--- src/rtl/fp_regfile_mp.sv ---
// Multi-port FP register file: NRD combinational reads, fast + long-latency write ports,
// busy scoreboard with claim/release, post-reset clear sequencer, optional write-to-read bypass.
module fp_regfile_mp #(
  parameter int unsigned XLEN   = 32,
  parameter int unsigned NREG   = 32,
  parameter int unsigned AW     = $clog2(NREG),
  parameter int unsigned NRD    = 3,
  parameter bit          BYPASS = 1'b1
) (
  input  logic                clk,
  input  logic                rst_n,
  input  logic [NRD*AW-1:0]   raddr,
  output logic [NRD*XLEN-1:0] rdata,
  output logic [NRD-1:0]      rbusy,
  input  logic                we0,
  input  logic [AW-1:0]       waddr0,
  input  logic [XLEN-1:0]     wdata0,
  input  logic                we1,
  input  logic [AW-1:0]       waddr1,
  input  logic [XLEN-1:0]     wdata1,
  input  logic                claim_valid,
  input  logic [AW-1:0]       claim_addr,
  output logic                claim_ready,
  output logic                init_done,
  output logic                waw_err
);

  typedef enum logic {S_CLEAR, S_RUN} state_t;

  state_t          state_q;
  logic [AW-1:0]   clr_idx_q;
  logic            init_done_q;
  logic            waw_err_q;
  logic [NREG-1:0] busy_q, busy_d;
  logic [XLEN-1:0] regs_q [NREG];

  logic run;
  logic wr0_ok, wr0_drop, wr1_en, claim_fire;

  assign run        = (state_q == S_RUN);
  assign wr1_en     = run && we1;
  // Busy is judged on the pre-edge scoreboard, so a same-cycle release never rescues port 0.
  assign wr0_ok     = run && we0 && !busy_q[waddr0];
  assign wr0_drop   = run && we0 &&  busy_q[waddr0];
  assign claim_ready = init_done_q && (!busy_q[claim_addr] || (we1 && waddr1 == claim_addr));
  assign claim_fire = claim_valid && claim_ready;

  assign init_done = init_done_q;
  assign waw_err   = waw_err_q;

  always_comb begin
    busy_d = busy_q;
    if (wr1_en)     busy_d[waddr1]     = 1'b0;
    if (claim_fire) busy_d[claim_addr] = 1'b1;
  end

  always_ff @(posedge clk or negedge rst_n) begin
    if (!rst_n) begin
      state_q     <= S_CLEAR;
      clr_idx_q   <= '0;
      init_done_q <= 1'b0;
      waw_err_q   <= 1'b0;
      busy_q      <= '0;
    end else begin
      case (state_q)
        S_CLEAR: begin
          waw_err_q <= 1'b0;
          clr_idx_q <= clr_idx_q + AW'(1);
          if (clr_idx_q == AW'(NREG - 1)) begin
            state_q     <= S_RUN;
            init_done_q <= 1'b1;
          end
        end
        default: begin
          waw_err_q <= wr0_drop;
          busy_q    <= busy_d;
        end
      endcase
    end
  end

  // Array carries no reset; the clear sequencer zeroes it after every reset release.
  always_ff @(posedge clk) begin
    if (!run) begin
      regs_q[clr_idx_q] <= '0;
    end else begin
      if (wr0_ok) regs_q[waddr0] <= wdata0;
      if (wr1_en) regs_q[waddr1] <= wdata1;
    end
  end

  always_comb begin
    logic [AW-1:0] ra;
    ra    = '0;
    rdata = '0;
    rbusy = '0;
    if (run) begin
      for (int i = 0; i < NRD; i++) begin
        ra = raddr[i*AW +: AW];
        rdata[i*XLEN +: XLEN] = regs_q[ra];
        rbusy[i]              = busy_q[ra];
        if (BYPASS) begin
          if (wr1_en && waddr1 == ra) begin
            rdata[i*XLEN +: XLEN] = wdata1;
            rbusy[i]              = 1'b0;
          end else if (wr0_ok && waddr0 == ra) begin
            rdata[i*XLEN +: XLEN] = wdata0;
          end
        end
      end
    end
  end

endmodule

--- config.mk ---
export PLATFORM = sky130hd
export DESIGN_NAME = fp_regfile_mp
export DESIGN_NICKNAME = d
export VERILOG_FILES = /design/src/rtl/fp_regfile_mp.sv
export SDC_FILE = /design/constraint.sdc
export NUM_CORES = 2
export LEC_CHECK = 0
export BUFFER_PORTS_ARGS = -buffer_cell sky130_fd_sc_hd__buf_2
export CAP_MARGIN = 20
export CORE_MARGIN = 3
export CORE_UTILIZATION = 29
export DETAILED_ROUTE_END_ITERATION = 8
export SKIP_LAST_GASP = 1
export SLEW_MARGIN = 20
export SYNTH_ARGS = -nofsm -noshare
export SYNTH_HDL_FRONTEND = slang
export SYNTH_SLANG_ARGS = --single-unit
--- constraint.sdc ---
create_clock -name clk -period 4.6 [get_ports clk]
set_clock_uncertainty 0.15 [all_clocks]
set_input_delay 0.23 -clock clk [delete_from_list [all_inputs] [get_ports clk]]
set_output_delay 0.23 -clock clk [all_outputs]
set_load 0.01 [all_outputs]
* Yosys cells after proc, flatten, opt, wreduce, memory -nomap -nowiden
Memories as Yosys holds them, arrays and structs flattened. Index checks and enable logic that the tools add are counted.
Word-level totals: logic and storage cells 87, memory bits (writable) 1024, input port bits 99, register bits 40, memories 1, output and inout port bits 102
Operators by class: $lt $le $gt $ge 8, eq/ne operators 8, muxes and demuxes 40, reductions and logical operators 20, bitwise logic cells 4, $add $sub $neg 1
Memories:
- regs_q | words 32, bits a word 32, rd ports 3, clocked after memory_dff 0, write ports 2, RTL line 35 | logic [XLEN-1:0] regs_q [NREG];
Operator list (count):
- 32-bit 2-to-1 mux | 9
- 96-bit 2-to-1 mux | 1
- 5-bit by 6-bit < comparator with 1-bit output, second input constant | 6
- 5-bit == test | 7
- 32-bit bitwise AND | 1
- 32-bit inverter | 1
- 32-bit OR | 1
- 32-bit OR reduction | 1
- 1-bit binary-select mux with 5-bit select | 5
- 1-bit 2-to-1 mux | 21
- 1-bit logical AND | 15
- 1-bit demux with 5-bit select | 2
- 5-bit by 1-bit greater-or-equal comparator with 1-bit output, second input constant | 2
- 5-bit by 1-bit adder with 5-bit output, second input constant | 1
- 5-bit == test, second input constant | 1
- 5-bit 2-to-1 mux | 1
- 3-bit 2-to-1 mux | 1
- 1-bit logical NOT | 2
- 2-bit AND reduction | 1
- 1-bit logical OR | 1
- 1-bit inverter | 1

* Longest topological paths before layout
word-level depth 9, gate-level depth with buffers 10, mapped depth without buffers 6

* Least setup slack after synthesis
OpenSTA, ideal clock, no wires.
path type flip-flop to flip-flop, start register busy_q[23], end memory regs_q[16][0] (enable), path buffers 0, data required time 3.984 ns, period minus slack after synthesis 4.858 ns, library setup time 0.466 ns, cell stages (with the launch flop) 7, setup slack -0.258 ns, arrival 4.242 ns, cell sequence dfrtp_1 -> mux4_2 -> mux2i_1 -> a22oi_2 -> a2111oi_2 -> o221ai_1 -> o21ai_0
RTL lines:
- start: declaration | RTL line 34 | logic [NREG-1:0] busy_q, busy_d;
- start signal: assignment | RTL line 76 | busy_q <= busy_d;
- end: declaration | RTL line 35

* Worst setup path in the final report
start register state_q, in the netlist run, end output port rdata[63]
Between the ends: longest elaborated chain between the ends 6, elaborated cells between the ends (all ways) 8, those cells by class mux (3); reduce/logical (5)
RTL lines:
- start: declaration | RTL line 30 | state_t state_q;
- start signal: assignment | RTL line 59 | state_q <= S_CLEAR;
- start signal: assignment | RTL line 70 | state_q <= S_RUN;
- 1-bit logical AND (2 in a row) | RTL line 43 | assign wr0_ok = run && we0 && !busy_q[waddr0];
- 1-bit logical AND | RTL line 106 | end else if (wr0_ok && waddr0 == ra) begin
- 32-bit 2-to-1 mux | RTL line 106
- 32-bit 2-to-1 mux | RTL line 103 | if (wr1_en && waddr1 == ra) begin
- 96-bit 2-to-1 mux (*) | RTL line 97 | if (run) begin
- end: declaration | RTL line 13 | output logic [NRD*XLEN-1:0] rdata,
Mark *: on every way between the ends. The rest lies on a longest branch, timed or not.

==> key figures <==
Run status
  • Status: complete, no violations

Timing
  • Hold_ws: 0.03623 ns
  • Final Critical Period: 4.475 ns
  • FMAX: ~220 MHz
  • RSZ-0062 raised after global routing: true
  • Worst-margin pin slew: 1.200 ns
  • Setup slack after layout: 0.1252 ns
  • Max_slew headroom: 19.97%
  • Fin crit share: a little over nine tenths
  • Final setup viols: 0
  • Final Hold Fails: 0
  • Final Max Tran Viols: 0

Routing
  • Vias per std cell: 6.219
  • # DRC: 0
  • Avg WL per Cell: ~33 um
  • Vias: 57190
  • ANT nets after route: 0
  • Total wire length: 301.7 mm
  • Initial DRC count: ~10000
  • Drt pass-1 iters: 8

Critical path
  • Worst R2R Setup Slack: 0.41 ns
  • Required time worst endpoint: 4.22 ns
  • Reg-to-reg startpoint: run
  • Reg2Reg Depth: 7
  • CP Capture Type: primary output
  • RR Endpoint: regs_q[6][11]
  • WS Path Type: reg -> out
  • WP data arrival: 4.09 ns
  • CP Launch Type: register
  • Critical path peak fanout: 42

Synthesis
  • Post-synth top flop: edfxtp_1
  • Number of flops mapped to enable cells by yosys: 1024
  • Syn_nets: slightly above 6000
  • Syn. warnings: 0
  • Synth Register Bits: around 1100
  • Syn Inst Count: 5947
  • Avg Synthesized Cell Area: 12.20 um^2
  • Mapped cell area: 0.07257 mm^2
  • Distinct cells, synth: 65
  • Asr flop ratio synth: 3.759%
  • Seq/Total Area, Yosys: between 40% and 50%

GRT
  • Initial antenna violation count: 11
  • Grt ovf: 0
  • Number of global-route vias before repair: approximately 54000
  • First-pass GRT wire length: 418.2 mm
  • Gr usage total: 22.77%
  • Largest net degree at the start of global routing: 71

Clock network
  • H-tree depth: 3
  • CTS tree: done
  • CTS buffer count: 114
  • CTS root buf: clkbuf_16
  • Worst-Skew Late Latency: 0.74 ns
  • CTS clk-pin slew, worst paths: 0.06 ns
  • Clk sinks: 1064
  • CTS Buffer Depth: 3

Min path
  • Worst hold start: wdata1[0]
  • Class of the worst hold path: in -> reg
  • Worst hold path depth: 3
  • Worst Hold End: regs_q[16][0]

Finish
  • Layout cell share with drive strength beyond 1: 26.76%
  • Design area: 0.08151 mm^2
  • Area Overhead vs Synth: 12.32%
  • Final Util: 32.78%
  • Final nets: 5867
  • Filler cells: 24300

Floorplanning
  • Die W: 506.2 um
  • Die height: just over 500 um
  • Initial core utilization: a little under 30%
  • Std-Cell Rows: approximately 180
  • Die Area: between 0.2 and 0.3 mm^2
  • I/O Pins: 201
  • Core area: 0.2487 mm^2

Pwr
  • Flop pwr share: ~45%
  • Power Dens Cells: 301.2 mW/mm^2
  • Part of the power in the clock network: 37.0%
  • Overall power: 24550 uW
  • Comb power frac: 18.1%
  • Leak Pwr: 0.02596 uW
  • Peak supply drop: 309.4 uV
  • Pint: 17520 uW
  • Switch Pwr: 7034 uW
  • Net Sw Frac: 28.65%

Placed design
  • Place WS: 0.4495 ns
  • Routability congestion estimate: ~0.9
  • Input/output buffers: 200
  • Half-perimeter wire length after placement: 183.7 mm
  • Placement Cell Area: around 0.077 mm^2

Flow run
  • Max_cap viols: 0
-- power groups by stage --
stage | Combinational (uW) | Clock (uW) | Sequential (uW)
finish | 4450 | 9080 | 11000
global route | 4650 | 9450 | 11000
CTS | 4370 | 9100 | 11000
detailed placement | 4330 | 0 | 11200
global placement | 4270 | 0 | 11200
floorplan | 2840 | 0 | 11200
-- worst max path at each step --
stage / startpoint / endpoint / slack, ns / cells after the start
2_1_floorplan: busy_q[23] / regs_q[12][0] / -0.19 / 6
3_3_place_gp: waddr0[1] / rdata[46] / 0.34 / 9
3_5_place_dp: waddr0[1] / rdata[74] / 0.45 / 9
4_1_cts: run / rdata[63] / 0.21 / 6
5_1_grt: run / rdata[63] / -0.0009 / 6
6_report: run / rdata[63] / 0.13 / 6
-- cell usage after synthesis (4+ instances only) --
cell      instances  area, um^2
nor3_1           12       60.06
o21ai_0        1076        5385
nand3_1          42       210.2
buf_1            73       274.0
nor3b_1           8       60.06
nor2_1           54       202.7
buf_6            87       979.7
nor2b_1           7       43.79
buf_4             5       37.54
inv_1             8       30.03
mux2i_1         338        3383
mux4_2          845       19030
a22o_1           34       297.8
a21oi_1          18       90.09
a32o_1           32       320.3
o21ai_1          81       405.4
mux2_2            4       45.04
and3_1            7       43.79
o211ai_1          4       30.03
o21ai_2          11       96.34
a22oi_1          99       743.2
nand2_1        1161        4358
a221oi_1         31       271.5
edfxtp_1       1024       30750
a31oi_1          80       500.5
buf_2           109       545.5
o221ai_1         34       297.8
and2_1            8       50.05
clkbuf_1        496        1862
dfrtp_1          40        1001
nor4_1            4       25.02
xor2_1           24       210.2
xnor2_1          14       122.6
nand2_4          29       326.6
-- worst max-delay path: stages, from the launching register on --
cell and delay, ns:
dfrtp_4 0.69, and2_0 0.74, nand3_4 0.65, nand2_1 0.52, nand4b_1 0.17, o211ai_1 0.29
buf_2 0.26
-- per-layer routing --
layer | vias up | wire (um) | part of all wire [%] | track usage, %
li1 | 22890 | - | - | -
met1 | 28460 | 108700 | 36 | 29.98
met4 | 2 | 15810 | 5.2 | 10.29
met3 | 860 | 48540 | 16 | 8.435
met5 | - | 13 | 0.0043 | 0
met2 | 4982 | 128600 | 43 | 33.31
-- per-stage QoR --
stage	std cells	TNS, ns
floorplan	5947	-25.73
global placement	8931	0
detailed placement	8932	0
CTS	9188	0
global route	9191	-0.0009055
finish	9195	0
-- cells in the final DEF, fill, tap and decap left out, types with 8 or more instances in the layout --
cell and instances:
a31oi_1 80, clkinv_1 35, mux2i_1 338, clkinv_2 20
xnor2_1 14, clkbuf_1 22, xor2_1 24, dlygate4sd3_1 47
o21ai_1 79, o221ai_1 34, nand3_1 37, a22o_1 34
nand2_4 29, buf_8 8, nand2_1 1161, edfxtp_1 1024
a22oi_1 99, nor2_1 19, a21oi_1 18, dfrtp_1 39
nor3_1 12, buf_12 78, o21ai_2 10, o21ai_4 33
buf_4 155, nor3b_1 8, nor2_4 35, mux4_2 845
o21ai_0 1046, a221oi_1 31, a32o_1 32, buf_2 189
clkbuf_16 117
-- cells by family after synthesis --
kind of cell | Yosys count | share of synthesized area, %
AO/OA/AOI/OAI | 1522 | 11.95
multiplexers | 1189 | 30.99
adder cells (fa/ha/maj) | 2 | 0.03448
buffers and inverters | 783 | 5.235
AND/OR/NAND/NOR | 1349 | 7.580
XOR/XNOR | 38 | 0.4586
flip-flops | 1064 | 43.75
-- area by class of cell --
cell class	count	area, um^2	share of cell area [%]
inverters	8	30.03	0.03684
clock buffers	139	3010	3.693
well taps	3330	4167	5.112
diodes	6	15.01	0.01842
repair buffers	478	4275	5.245
clock inverters	70	496.7	0.6094
flip-flops and latches	1064	31750	38.96
multi-input cells	4100	37760	46.32
-- timing repair --
item | 4_1_cts | 5_1_grt
gates cloned | 0 | 0
hold buffers | 46 | 1
setup endpoints to repair | 5 | 8
pin swaps | 1 | 1
endpoints found under the hold margin | 357 | 40
gates resized for setup | 0 | 1
buffers inserted | 1 | 0
-- registers in the layout (all words and copies together), names as in the netlist --
name,flops
regs_q,1024
waw_err,1
busy_q,32
init_done,1
clr_idx_q,5
run,1
No activity file was read; power rests on OpenSTA's default activity.
